$ cat src/rtl/sd_cmd_phys.sv
// SD CMD-line serial engine: shifts out a CRC7-protected 48-bit command and
// collects, checks and hands back the 48-bit response over a req/ack handshake.
module sd_cmd_phys #(
  parameter int TIMEOUT_CYCLES = 64,
  parameter int GAP_CYCLES     = 8
) (
  input  logic        clock,
  input  logic        reset,
  input  logic        req_in,
  input  logic [39:0] cmd_in,
  output logic        ack_out,
  output logic        serial_ready,
  output logic        req_out,
  input  logic        ack_in,
  output logic [39:0] cmd_out,
  output logic        timeout_err,
  output logic        crc_err,
  output logic        cmd_pin_out,
  output logic        cmd_pin_oe,
  input  logic        cmd_pin_in
);
  localparam int TW = $clog2(TIMEOUT_CYCLES + 1);
  localparam int GW = $clog2(GAP_CYCLES + 1);

  typedef enum logic [2:0] {
    S_RESET, S_IDLE, S_SEND, S_WAIT, S_RECV, S_DELIVER, S_GAP
  } state_t;

  function automatic logic [6:0] crc7_step(input logic [6:0] c, input logic b);
    logic fb;
    fb = b ^ c[6];
    return {c[5:0], 1'b0} ^ {3'b000, fb, 2'b00, fb};
  endfunction

  state_t        r_state;
  logic [39:0]   r_cmd;
  logic          r_no_resp;
  logic [5:0]    r_bit;
  logic [TW-1:0] r_tmo;
  logic [GW-1:0] r_gap;
  logic [6:0]    r_crc;
  logic [46:0]   r_rx;
  logic          r_ack, r_ready, r_req, r_tmo_err, r_crc_err, r_pin, r_oe;
  logic [39:0]   r_cmd_out;

  logic [5:0] w_nbit;
  logic [5:0] w_didx;
  logic [2:0] w_cidx;
  assign w_nbit = r_bit + 6'd1;
  assign w_didx = 6'd39 - w_nbit;
  assign w_cidx = 3'(6'd46 - w_nbit);

  always_ff @(posedge clock or posedge reset) begin
    if (reset) begin
      r_state   <= S_RESET;
      r_cmd     <= '0;
      r_no_resp <= 1'b0;
      r_bit     <= '0;
      r_tmo     <= '0;
      r_gap     <= '0;
      r_crc     <= '0;
      r_rx      <= '0;
      r_ack     <= 1'b0;
      r_ready   <= 1'b0;
      r_req     <= 1'b0;
      r_cmd_out <= '0;
      r_tmo_err <= 1'b0;
      r_crc_err <= 1'b0;
      r_pin     <= 1'b1;
      r_oe      <= 1'b0;
    end else begin
      r_ack <= 1'b0;
      case (r_state)
        S_RESET: begin
          r_ready <= 1'b1;
          r_state <= S_IDLE;
        end
        S_IDLE: if (req_in) begin
          // First command bit goes out in the same cycle as the ack pulse.
          r_cmd     <= cmd_in;
          r_no_resp <= (cmd_in[37:32] == 6'd0);
          r_crc     <= crc7_step(7'd0, cmd_in[39]);
          r_pin     <= cmd_in[39];
          r_oe      <= 1'b1;
          r_ack     <= 1'b1;
          r_ready   <= 1'b0;
          r_tmo_err <= 1'b0;
          r_crc_err <= 1'b0;
          r_bit     <= 6'd0;
          r_state   <= S_SEND;
        end
        S_SEND: begin
          if (r_bit == 6'd47) begin
            r_oe  <= 1'b0;
            r_pin <= 1'b1;
            if (r_no_resp) begin
              r_gap   <= '0;
              r_state <= S_GAP;
            end else begin
              r_tmo   <= '0;
              r_state <= S_WAIT;
            end
          end else begin
            r_bit <= w_nbit;
            if (w_nbit < 6'd40) begin
              r_pin <= r_cmd[w_didx];
              r_crc <= crc7_step(r_crc, r_cmd[w_didx]);
            end else if (w_nbit < 6'd47) begin
              r_pin <= r_crc[w_cidx];
            end else begin
              r_pin <= 1'b1;
            end
          end
        end
        S_WAIT: begin
          // A start bit on the expiring cycle still wins over the timeout.
          if (!cmd_pin_in) begin
            r_rx    <= '0;
            r_crc   <= 7'd0;
            r_bit   <= 6'd46;
            r_state <= S_RECV;
          end else if (r_tmo == TW'(TIMEOUT_CYCLES - 1)) begin
            r_tmo_err <= 1'b1;
            r_cmd_out <= '0;
            r_req     <= 1'b1;
            r_state   <= S_DELIVER;
          end else begin
            r_tmo <= r_tmo + 1'b1;
          end
        end
        S_RECV: begin
          if (r_bit == 6'd0) begin
            // r_rx holds rx[47:1]; the live pin is the end bit.
            r_cmd_out <= r_rx[46:7];
            r_crc_err <= (r_crc != r_rx[6:0]) | ~cmd_pin_in;
            r_req     <= 1'b1;
            r_state   <= S_DELIVER;
          end else begin
            r_rx  <= {r_rx[45:0], cmd_pin_in};
            r_bit <= r_bit - 6'd1;
            if (r_bit >= 6'd8) r_crc <= crc7_step(r_crc, cmd_pin_in);
          end
        end
        S_DELIVER: if (ack_in) begin
          r_req   <= 1'b0;
          r_gap   <= '0;
          r_state <= S_GAP;
        end
        S_GAP: begin
          if (r_gap == GW'(GAP_CYCLES - 1)) begin
            r_ready <= 1'b1;
            r_state <= S_IDLE;
          end else begin
            r_gap <= r_gap + 1'b1;
          end
        end
        default: r_state <= S_RESET;
      endcase
    end
  end

  assign ack_out      = r_ack;
  assign serial_ready = r_ready;
  assign req_out      = r_req;
  assign cmd_out      = r_cmd_out;
  assign timeout_err  = r_tmo_err;
  assign crc_err      = r_crc_err;
  assign cmd_pin_out  = r_pin;
  assign cmd_pin_oe   = r_oe;
endmodule
$ cat config.mk
export PLATFORM = sky130hd
export DESIGN_NAME = sd_cmd_phys
export DESIGN_NICKNAME = d
export VERILOG_FILES = /design/src/rtl/sd_cmd_phys.sv
export SDC_FILE = /design/constraint.sdc
export NUM_CORES = 1
export LEC_CHECK = 0
export BUFFER_PORTS_ARGS = -buffer_cell sky130_fd_sc_hd__buf_2
export CORE_ASPECT_RATIO = 1.75
export CORE_MARGIN = 2
export CORE_UTILIZATION = 55
export CTS_CLUSTER_SIZE = 8
export DETAILED_ROUTE_END_ITERATION = 8
export GPL_TIMING_DRIVEN = 1
export MAX_ROUTING_LAYER = met4
export PLACE_DENSITY_LB_ADDON = 0.25
export RECOVER_POWER = 25
export SYNTH_ARGS = -nofsm -noshare
export SYNTH_HDL_FRONTEND = slang
export SYNTH_SLANG_ARGS = --single-unit
export TNS_END_PERCENT = 50
$ cat constraint.sdc
create_clock -name clock -period 8 [get_ports clock]
set_input_delay 1.6 -clock clock [delete_from_list [all_inputs] [get_ports clock]]
set_output_delay 1.6 -clock clock [all_outputs]
set_load 0.02 [all_outputs]
=== Yosys cells after proc, flatten, opt, wreduce, memory -nomap -nowiden ===
Index checks and enable logic that the tools add are counted.

* Register bits after elaboration: 162
* Logic and storage cells: 149

* $add $sub $neg: 6
* Multiplexer cells: 63
* Equal/unequal tests: 27
* Reductions and logical operators: 26
* Order comparisons: 5
* Bitwise gates (word level): 6

{| class="wikitable"
|+ Operator list
! cell !! count
|-
| $mux W40 || 3
|-
| $mux W47 || 2
|-
| $pmux W47 S2 || 1
|-
| $pmux W40 S2 || 1
|-
| $mux W7 || 10
|-
| $ne A2 B2 Y1 const B || 16
|-
| $pmux W7 S4 || 1
|-
| $mux W3 || 8
|-
| $mux W6 || 4
|-
| $pmux W6 S4 || 1
|-
| $pmux W3 S7 || 1
|-
| $reduce_and A5 Y1 || 4
|-
| $mux W1 || 17
|-
| $mux W4 || 4
|-
| $pmux W7 S2 || 1
|-
| $xor A7 B4 Y7 || 2
|-
| $logic_not A6 Y1 || 2
|-
| $lt A6 B6 Y1 const B || 2
|-
| $pmux W4 S3 || 1
|-
| $reduce_and A3 Y1 || 4
|-
| $reduce_bool A2 Y1 || 5
|-
| $eq A3 B3 Y1 const B || 3
|-
| $reduce_bool A3 Y1 || 3
|-
| $pmux W1 S2 || 4
|-
| 28 further kinds || 33
|}

=== Depth between registers and ports, before layout ===
Gate-level depths: netlist of run 1.

* Depth in word-level cells: 9
* Gate-level depth with buffers: 12

=== Least setup slack after synthesis of run 1 ===
No wires, ideal clock.

* Kind: register to register
* Start point: reg r_bit[0]
* End point: reg r_crc[3]
* Stages on the path, launching flop included: 12
* Arrival: 2.792 ns
* Library setup time: 0.126 ns
* Path buffers: 4
* Data required time: 7.874 ns
* Clock period less this slack: 2.918 ns
* Setup slack: 5.082 ns
* Cell sequence: dfrtp_1 buf_6 buf_8 buf_2 inv_1 ha_1 clkbuf_1 mux4_2 mux2_2 a21o_1 o2111a_1 o32a_1

* Cells in the longest elaborated chain, start to end: 9

{| class="wikitable"
|+ RTL lines
! element !! RTL line !! RTL
|-
| from (decl) || 38 || <nowiki>logic [5:0] r_bit;</nowiki>
|-
| from (signal assigned) || 104 || <nowiki>r_bit <= w_nbit;</nowiki>
|-
| from (signal assigned) || 140 || <nowiki>r_bit <= r_bit - 6'd1;</nowiki>
|-
| $add A6 B1 Y6 || 49 || <nowiki>assign w_nbit = r_bit + 6'd1;</nowiki>
|-
| $sub A6 B6 Y6 || 50 || <nowiki>assign w_didx = 6'd39 - w_nbit;</nowiki>
|-
| $bmux W1 S6 || 107 || <nowiki>r_crc <= crc7_step(r_crc, r_cmd[w_didx]);</nowiki>
|-
| $mux W1 (not written as such) || 107 ||
|-
| $xor A1 B1 Y1 || 31 || <nowiki>fb = b ^ c[6];</nowiki>
|-
| $xor A7 B4 Y7 || 32 || <nowiki>return {c[5:0], 1'b0} ^ {3'b000, fb, 2'b00, fb};</nowiki>
|-
| $mux W7 || 105 || <nowiki>if (w_nbit < 6'd40) begin</nowiki>
|-
| $mux W7 || 93 || <nowiki>if (r_bit == 6'd47) begin</nowiki>
|-
| $pmux W7 S4 || 73 || <nowiki>case (r_state)</nowiki>
|-
| to (signal assigned) || 82 || <nowiki>r_crc <= crc7_step(7'd0, cmd_in[39]);</nowiki>
|-
| to (signal assigned) || 107 ||
|-
| to (signal assigned) || 141 || <nowiki>if (r_bit >= 6'd8) r_crc <= crc7_step(r_crc, cmd_pin_in);</nowiki>
|-
| to (decl) || 41 || <nowiki>logic [6:0] r_crc;</nowiki>
|}

Parallel ways exist; a longest one is shown, timed or not. The select of a mux whose other input is x is not followed.
A chain may end at the register's enable or synchronous reset.

==> impl_summary.md, run 1 <==
Status
The flow ran to the end, but the final reports show violations. The final reports fail on capacitance limit, slew limit.

Power and ir drop
The power density over cell area is 351 nW/um^2. The part of the power in registers is 0.383. The analysis attributes to cell leakage a power of 4.20 nW. The internal power is 0.00180 W. The clock power share is 0.266. The switching power as a share of total power is 0.395. The net switching power of the design is 0.00117 W. The relative contribution of combinational cells to total power is 0.351.

The largest voltage drop on the vdd net is 0.000174 V.

Timing
Headroom to the max-slew limit came out at -1.61. Setup repair after global routing left no endpoint under its margin. Setup violations remaining at the end of the flow were counted as 0. Adding up every negative setup slack in the final design gives 0 ns. The final hold violation count is 0. Of the available clock period, the critical path in the final layout requires 0.562. The clock period could shrink to 4.50 ns. The clock skew after layout is 0.0115 ns. Timing would allow up to 222 MHz. The transition time at the pin with the least slew margin is 3.89 ns. The final max-slew violation count was 92.

Cells and area
The final design utilization is 0.639. The final layout contains 813 nets. Of the cells placed in the final design, the portion with a size suffix greater than 1 is 0.188.

The layout-stage area growth over the synthesis result is 15.0%. 0 antenna diodes ended up in the layout.

Hold path
The min-delay analysis places its worst path in the category reg2reg. The worst hold path begins at r_cmd[38].

Yosys
The Yosys step of the flow raised 0 warnings. The average instance in the mapped netlist occupies 10.7 um^2. The dominant register cell in the synthesized netlist is sky130_fd_sc_hd__dfrtp_1. Counting flops and latches in the post-synthesis netlist gives 162. For this run, asynchronously set or reset flops after synthesis account for 1.00. Counting distinct cell types in the post-synthesis netlist gives 62. Counting every instance in the synthesized netlist gives 688.

Synthesis produced a netlist with a net count of 743. The number of enable-type register cells in the synthesized netlist is 0. The sequential cell area fraction in the yosys report is 0.551.

The post-synthesis cell area is 7370 um^2.

Die
The floorplan has 56 rows. The initial utilization of the core area, before any placement, comes to 0.556. The I/O pin total is 92. The area of the core region is 13200 um^2.

Measured along the x axis, the die boundary spans 91.5 um. Measured along the y axis, the die boundary spans 157 um. The die covers 14400 um^2.

Global routing
The global-route wire length before repair is 28000 um. Entering global routing, the biggest net connects 92 pins. The initial antenna violation count is 0. For this run, the total global-route usage over all layers was measured as 0.252. The via count of the first global-routing pass is 5763. The overflow left after global routing is 0.

Routing
The number of antenna-violating nets in the routed design is 0. The detailed router finished its first iteration with 312 violations. Dividing the detail-routed wire length by the instance count gives 17.8 um. The via-per-instance ratio is 6.02. The overall routed net length is 16900 um. After detailed routing, the number of remaining DRC violations is 0.

The number of iterations in the first detailed-routing pass is 6. Across all layers, the routed design uses 5685 vias.

Clocking
Counting every sink on the clock net gives 162. The maximum buffer depth of the clock tree is 2. The H-tree generated during clock tree synthesis spans 4 levels. The number of cells upsized or downsized after cts is 0. In this run, CTS created clock tree buffers numbering 17. Clock-pin slew was measured on the worst setup and hold paths at 0.07 ns. The number of setup buffers added after CTS is 0.

CTS placed an instance of sky130_fd_sc_hd__clkbuf_16 at the clock tree root. The CTS tree is done. The source-to-sink clock delay at the later pin of the worst-skew pair is 0.43 ns. Hold repair after CTS inserted 0 buffers.

Place
Detailed placement finished with a half-perimeter wire length of 11300 um. At the end of routability-driven placement, the weighted congestion stood at 0.902. Port buffering added 91 buffers.

Critical path
The maximum net fanout on the critical path is 91. The origin of the critical flop-to-flop path is r_bit[0]. The path type of the worst setup path is in2async.

STA classifies the critical path startpoint as an input pin. Data on the critical path arrives at its endpoint at 4.94 ns. The critical path starts at reset. The worst-path cell with the longest stage delay is sky130_fd_sc_hd__clkinvlp_2. The category of the worst setup path capture point is an async pin.

Data on the critical path is required at its endpoint by 8.44 ns. The signal on the critical path passes through buf_2 > clkinvlp_2 > buf_4. The largest single stage delay on the critical path is 2.17 ns.

Run
The tool flagged a number of max-cap violations equal to 1.
[metal layers]
layer	part of all wire	routed length, um	GRT usage
met2	0.53	8870	0.432
met1	0.40	6720	0.285
met4	0.038	633	0.124
met3	0.038	642	0.0421
met5	0	0	-
[stage by stage]
step | std cells | hold WS, ns | total power (W) | cell area [um^2] | setup WS [ns]
global route | 945 | 0.499 | 0.00316 | 8470 | 2.76
global placement | 913 | 0.450 | 0.00213 | 7890 | 4.24
detailed placement | 913 | 0.456 | 0.00218 | 7890 | 4.18
CTS | 945 | 0.474 | 0.00298 | 8480 | 4.38
finish | 945 | 0.470 | 0.00297 | 8470 | 3.50
floorplan | 688 | 0.437 | 0.00193 | 7370 | 2.03
[sequential cells by signal, indices dropped and copies added (netlist names)]
register,flops
r_rx,47
cmd_out,40
r_cmd,40
r_crc,7
r_tmo,7
r_bit,6
r_gap,4
r_state,3
ack_out,1
cmd_pin_oe,1
cmd_pin_out,1
crc_err,1
r_no_resp,1
req_out,1
serial_ready,1
timeout_err,1
[cells in the mapped netlist, drive strengths merged (4+ instances only)]
| cell | n | area, um^2 |
|---|---|---|
| clkbuf | 28 | 105 |
| nor2 | 28 | 105 |
| nor2b | 4 | 25.0 |
| nor3 | 5 | 25.0 |
| and3 | 5 | 31.3 |
| nand2 | 149 | 559 |
| nand3 | 22 | 110 |
| xnor2 | 12 | 105 |
| o211ai | 4 | 30.0 |
| nand4 | 8 | 50.1 |
| inv | 15 | 56.3 |
| a22o | 86 | 753 |
| a21oi | 13 | 65.1 |
| buf | 18 | 115 |
| a31oi | 4 | 40.0 |
| o21ai | 43 | 215 |
| a211o | 4 | 35.0 |
| xor2 | 6 | 52.6 |
| dfrtp | 161 | 4030 |
| ha | 10 | 125 |
| mux4 | 11 | 274 |
[worst paths after layout]
| path | end | slack (ns) | depth (start not counted) |
|---|---|---|---|
| setup / recovery | r_crc[0] | 3.50 | 3 |
| hold / removal | r_cmd[38] | 0.47 | 2 |
| setup reg to reg | r_crc[0] | 3.85 | 9 |
| hold reg to reg | r_cmd[38] | 0.47 | 2 |
| max in group clock | r_crc[0] | 3.85 | 9 |
| min in group asynchronous | r_gap[2] | 2.33 | 2 |
[cells in the final DEF, fill, tap and decap left out, drive strengths merged, types with 6 or more instances in the layout]
cell type | Yosys | layout
a21oi | 13 | 13
a22o | 86 | 86
buf | 18 | 95
clkbuf | 28 | 19
clkinv | 1 | 7
dfrtp | 161 | 161
ha | 10 | 10
inv | 15 | 22
mux4 | 11 | 11
nand2 | 149 | 149
nand3 | 22 | 22
nand4 | 8 | 8
nor2 | 28 | 28
o21ai | 43 | 43
xnor2 | 12 | 12
xor2 | 6 | 6
[critical path, delay by kind of cell]
| kind | cells | cell delay, ns |
|---|---|---|
| buf+inv | 3 | 3.24 |
[cell families after synthesis]
group | after synthesis | synth area share
multiplexers | 15 | 0.0430
adder cells (fa/ha/maj) | 10 | 0.0170
flip-flops | 162 | 0.551
AND/OR/NAND/NOR | 236 | 0.138
XOR/XNOR | 18 | 0.0214
AO/OA/AOI/OAI | 185 | 0.192
buffers and inverters | 62 | 0.0380
[power by group through the flow]
stage	sequential [W]	combinational, W	clock, W
global placement	0.00114	0.000992	0
global route	0.00116	0.00116	0.000840
CTS	0.00113	0.00104	0.000808
detailed placement	0.00115	0.00103	0
floorplan	0.00108	0.000846	0
finish	0.00114	0.00104	0.000791
[area by class of cell]
type                            count  area (um^2)
Fill cell                        1059         4770
Timing Repair Buffer               97          495
Multi-Input combinational cell    464         3050
Tap cell                          174          218
Inverter                           16         61.3
Clock inverter                     15          161
Clock buffer                       17          425
Sequential cell                   162         4060
No activity file was read; power rests on OpenSTA's default activity.
==> run 2: changes to the inputs <==
==> constraint.sdc (replaced) <==
create_clock -name clock -period 4.5 [get_ports clock]
set_input_delay 0.9 -clock clock [delete_from_list [all_inputs] [get_ports clock]]
set_output_delay 0.9 -clock clock [all_outputs]
set_load 0.02 [all_outputs]
==> run 2 against run 1 <==
  * The flow still finishes with violations (capacitance limit, slew limit)
  * Largest cell class unchanged
  * Non-clock buffer count grew 2
  * Final cell count grew 0.21%
  * Sequential share of layout area shrank 0.25 points
  * Register-to-register slack lost 2.5 ns
==> impl_summary.md, run 2 (synthesis results as in run 1) <==
Critical path
The startpoint class of the critical path is a flop. The required time of the critical path is 4.81 ns. The minimum setup slack among reg-to-reg paths is 1.39 ns.

The depth of the worst register-to-register path is 9. The startpoint identified for the worst register-to-register timing path is r_bit[0]. The worst setup path is captured at a flop.

Data arrives at the worst endpoint at 3.42 ns. The setup path with the least slack is of type reg2reg. Along the worst path, the maximum fanout reaches 23.

The endpoint identified for the worst register-to-register timing path is r_crc[3].

Routing
After the first detailed-routing iteration, the DRC count stood at 322. After detailed routing, the met3 layer carries 590 um of wire. The number of antenna-violating nets in the routed design is 0. The first TritonRoute pass finished after 4 iterations. Detailed routing placed a total of 9290 um of wire on met2.

After detailed routing, the number of remaining DRC violations is 0. The via-per-instance ratio is 5.95. The wire length per cell is 18.2 um. The routed via count is 5638. The uppermost layer routed is met4.

The total routed wire length on the met1 layer is 6850 um. The overall routed net length is 17300 um.

Cells and area
The final design utilization is 0.643. At the end of the flow, the number of nets in the layout was 815. Leaving out fill and tap cells, the most frequent cells in the layout are sky130_fd_sc_hd__dfrtp_1, sky130_fd_sc_hd__nand2_1, sky130_fd_sc_hd__buf_2, sky130_fd_sc_hd__a22o_1, sky130_fd_sc_hd__o21ai_0. The filler cells instantiated in the layout total 1081. The number of flip-flops under the largest register name is 47. In the final layout, flip-flops and latches occupy 4060 um^2.

The number of antenna diodes in the final layout is 0. The multi-input combinational cells in the finished layout cover a total of 3050 um^2. The largest register by flop count is r_rx.

The most common library cell in the layout ignoring fill and taps is sky130_fd_sc_hd__dfrtp_1. The fraction of final layout cells sized beyond drive strength 1 is 0.191. The layout-stage area growth over the synthesis result is 15.6%.

Clocking
The clock transition at the registers of the reported paths is 0.07 ns. The number of clock buffers inserted by TritonCTS is 17. In this run, post-CTS repair resized a total of 0 instances.

The H-tree depth is 4. The source-to-sink clock delay at the later pin of the worst-skew pair is 0.42 ns. After clock tree synthesis, the setup repair step added 0 buffers. The tree built by TritonCTS fans out to 162 sinks. The maximum buffer depth of the clock tree is 2. The number of hold buffers added after CTS was 0.

The CTS tree is done. The buffer type at the clock tree root is sky130_fd_sc_hd__clkbuf_16.

Timing
The highest clock frequency the design can meet is 322 MHz. The final period utilization is 0.691. At the pin with the least slew margin, the transition time is 2.12 ns.

In the final timing run, aggregate negative setup slack is 0 ns. For the final database, setup skew stands at 0.0121 ns. Setup repair after global routing left no endpoint under its margin.

The final max-slew violation count came to 163. The final hold violation count is 0. Counting I/O delays and the setup requirement, the final critical path takes 3.11 ns. The setup slack of the critical path after layout is 1.39 ns. Setup violations remaining at the end of the flow were counted as 0. The normalized max-slew margin is -0.413.

Hold path
The endpoint of the worst hold path is r_cmd[39]. The worst hold path stage count is 2. The class of the tightest hold or removal check is reg2reg. The start point of the worst hold path is r_cmd[39].

Place
During placement, the flow inserted port buffers numbering 91. The weighted congestion at the end of routability-driven global placement is 0.917. The post-detailed-placement half-perimeter wirelength is 11600 um. The post-placement worst setup slack is 1.38 ns.

Power and ir drop
Power spread over the standard cell area amounts to 631 nW/um^2. Internal power comes to 0.00326 W. In this run the power spent charging and discharging nets is 0.00211 W. Of the total power, combinational logic draws 0.348. The cell leakage power is 4.21 nW. The clock power share is 0.274. Of the total power, the share spent switching nets is 0.393. IR analysis of the VDD net gives a maximum drop of 0.000379 V. The share of total power dissipated in sequential elements is 0.378.

Global routing
The global-route wire length before repair is 29200 um. Summed over all layers, the global routing overflow is 0. In the global route stage, overall resource usage came out at 0.265.

Entering global routing, the biggest net connects 163 pins. The via count of the first global-routing pass is 5731. The initial antenna violation count is 0.

Die
In this run the standard cell core region covers 13200 um^2. The I/O pin total is 92. The effective utilization at floorplan is 0.556. The number of standard-cell rows in the floorplan is 56. The die is 157 um tall. The die is 91.5 um wide. The die covers 14400 um^2.

Run
Across the run, the number of max-cap violations was 1.

Status
The run finished, with violations left. The checks that failed: capacitance limit, slew limit.
==> run 2: worst max-delay path by stage <==
stage | depth (start not counted) | slack [ns] | startpoint | endpoint
after floorplan | 1 | 1.54 | reset | ack_out
after global placement | 9 | 1.50 | r_bit[0] | r_crc[3]
after detailed placement | 9 | 1.38 | r_bit[0] | r_crc[3]
after CTS | 9 | 1.32 | r_bit[0] | r_crc[3]
after global routing | 9 | 1.12 | r_bit[0] | r_crc[0]
final | 9 | 1.39 | r_bit[0] | r_crc[3]
==> run 2: power groups by stage <==
stage                     Clock (W)  Sequential (W)  Combinational [W]
final                       0.00147         0.00203            0.00187
after global routing        0.00156         0.00206            0.00209
after CTS                   0.00149         0.00203            0.00189
after detailed placement          0         0.00205            0.00186
after global placement            0         0.00204            0.00182
after floorplan                   0         0.00192            0.00150
==> run 2: through the flow <==
step           instances  area [um^2]  total power [W]  hold WS (ns)
3_5_place_dp         915         7920          0.00391         0.458
6_report             947         8510          0.00537         0.481
3_3_place_gp         915         7920          0.00386         0.454
5_1_grt              947         8510          0.00571         0.508
4_1_cts              947         8530          0.00541         0.482
2_1_floorplan        688         7370          0.00343         0.437
==> run 2: layout make-up <==
type | instances | area share
flip-flops and latches | 162 | 0.476
repair buffers | 99 | 0.0604
inverters | 16 | 0.00750
multi-input cells | 464 | 0.359
clock inverters | 15 | 0.0216
clock buffers | 17 | 0.0500
well taps | 174 | 0.0256
==> run 2: per-layer routing <==
layer | global-route usage | vias up
li1 | - | 2621
met1 | 0.308 | 2833
met2 | 0.456 | 150
met3 | 0.0378 | 34
met4 | 0.114 | 0
met5 | - | -
==> run 2: critical path: stages, from the launching register on <==
cell                      delay, ns
sky130_fd_sc_hd__dfrtp_1       0.36
sky130_fd_sc_hd__buf_4         0.30
sky130_fd_sc_hd__inv_1         0.15
sky130_fd_sc_hd__ha_1          0.64
sky130_fd_sc_hd__mux4_1        0.38
sky130_fd_sc_hd__mux2_2        0.29
sky130_fd_sc_hd__nand2_1       0.08
sky130_fd_sc_hd__xor2_1        0.07
sky130_fd_sc_hd__a311o_1       0.37
sky130_fd_sc_hd__o32a_1        0.35
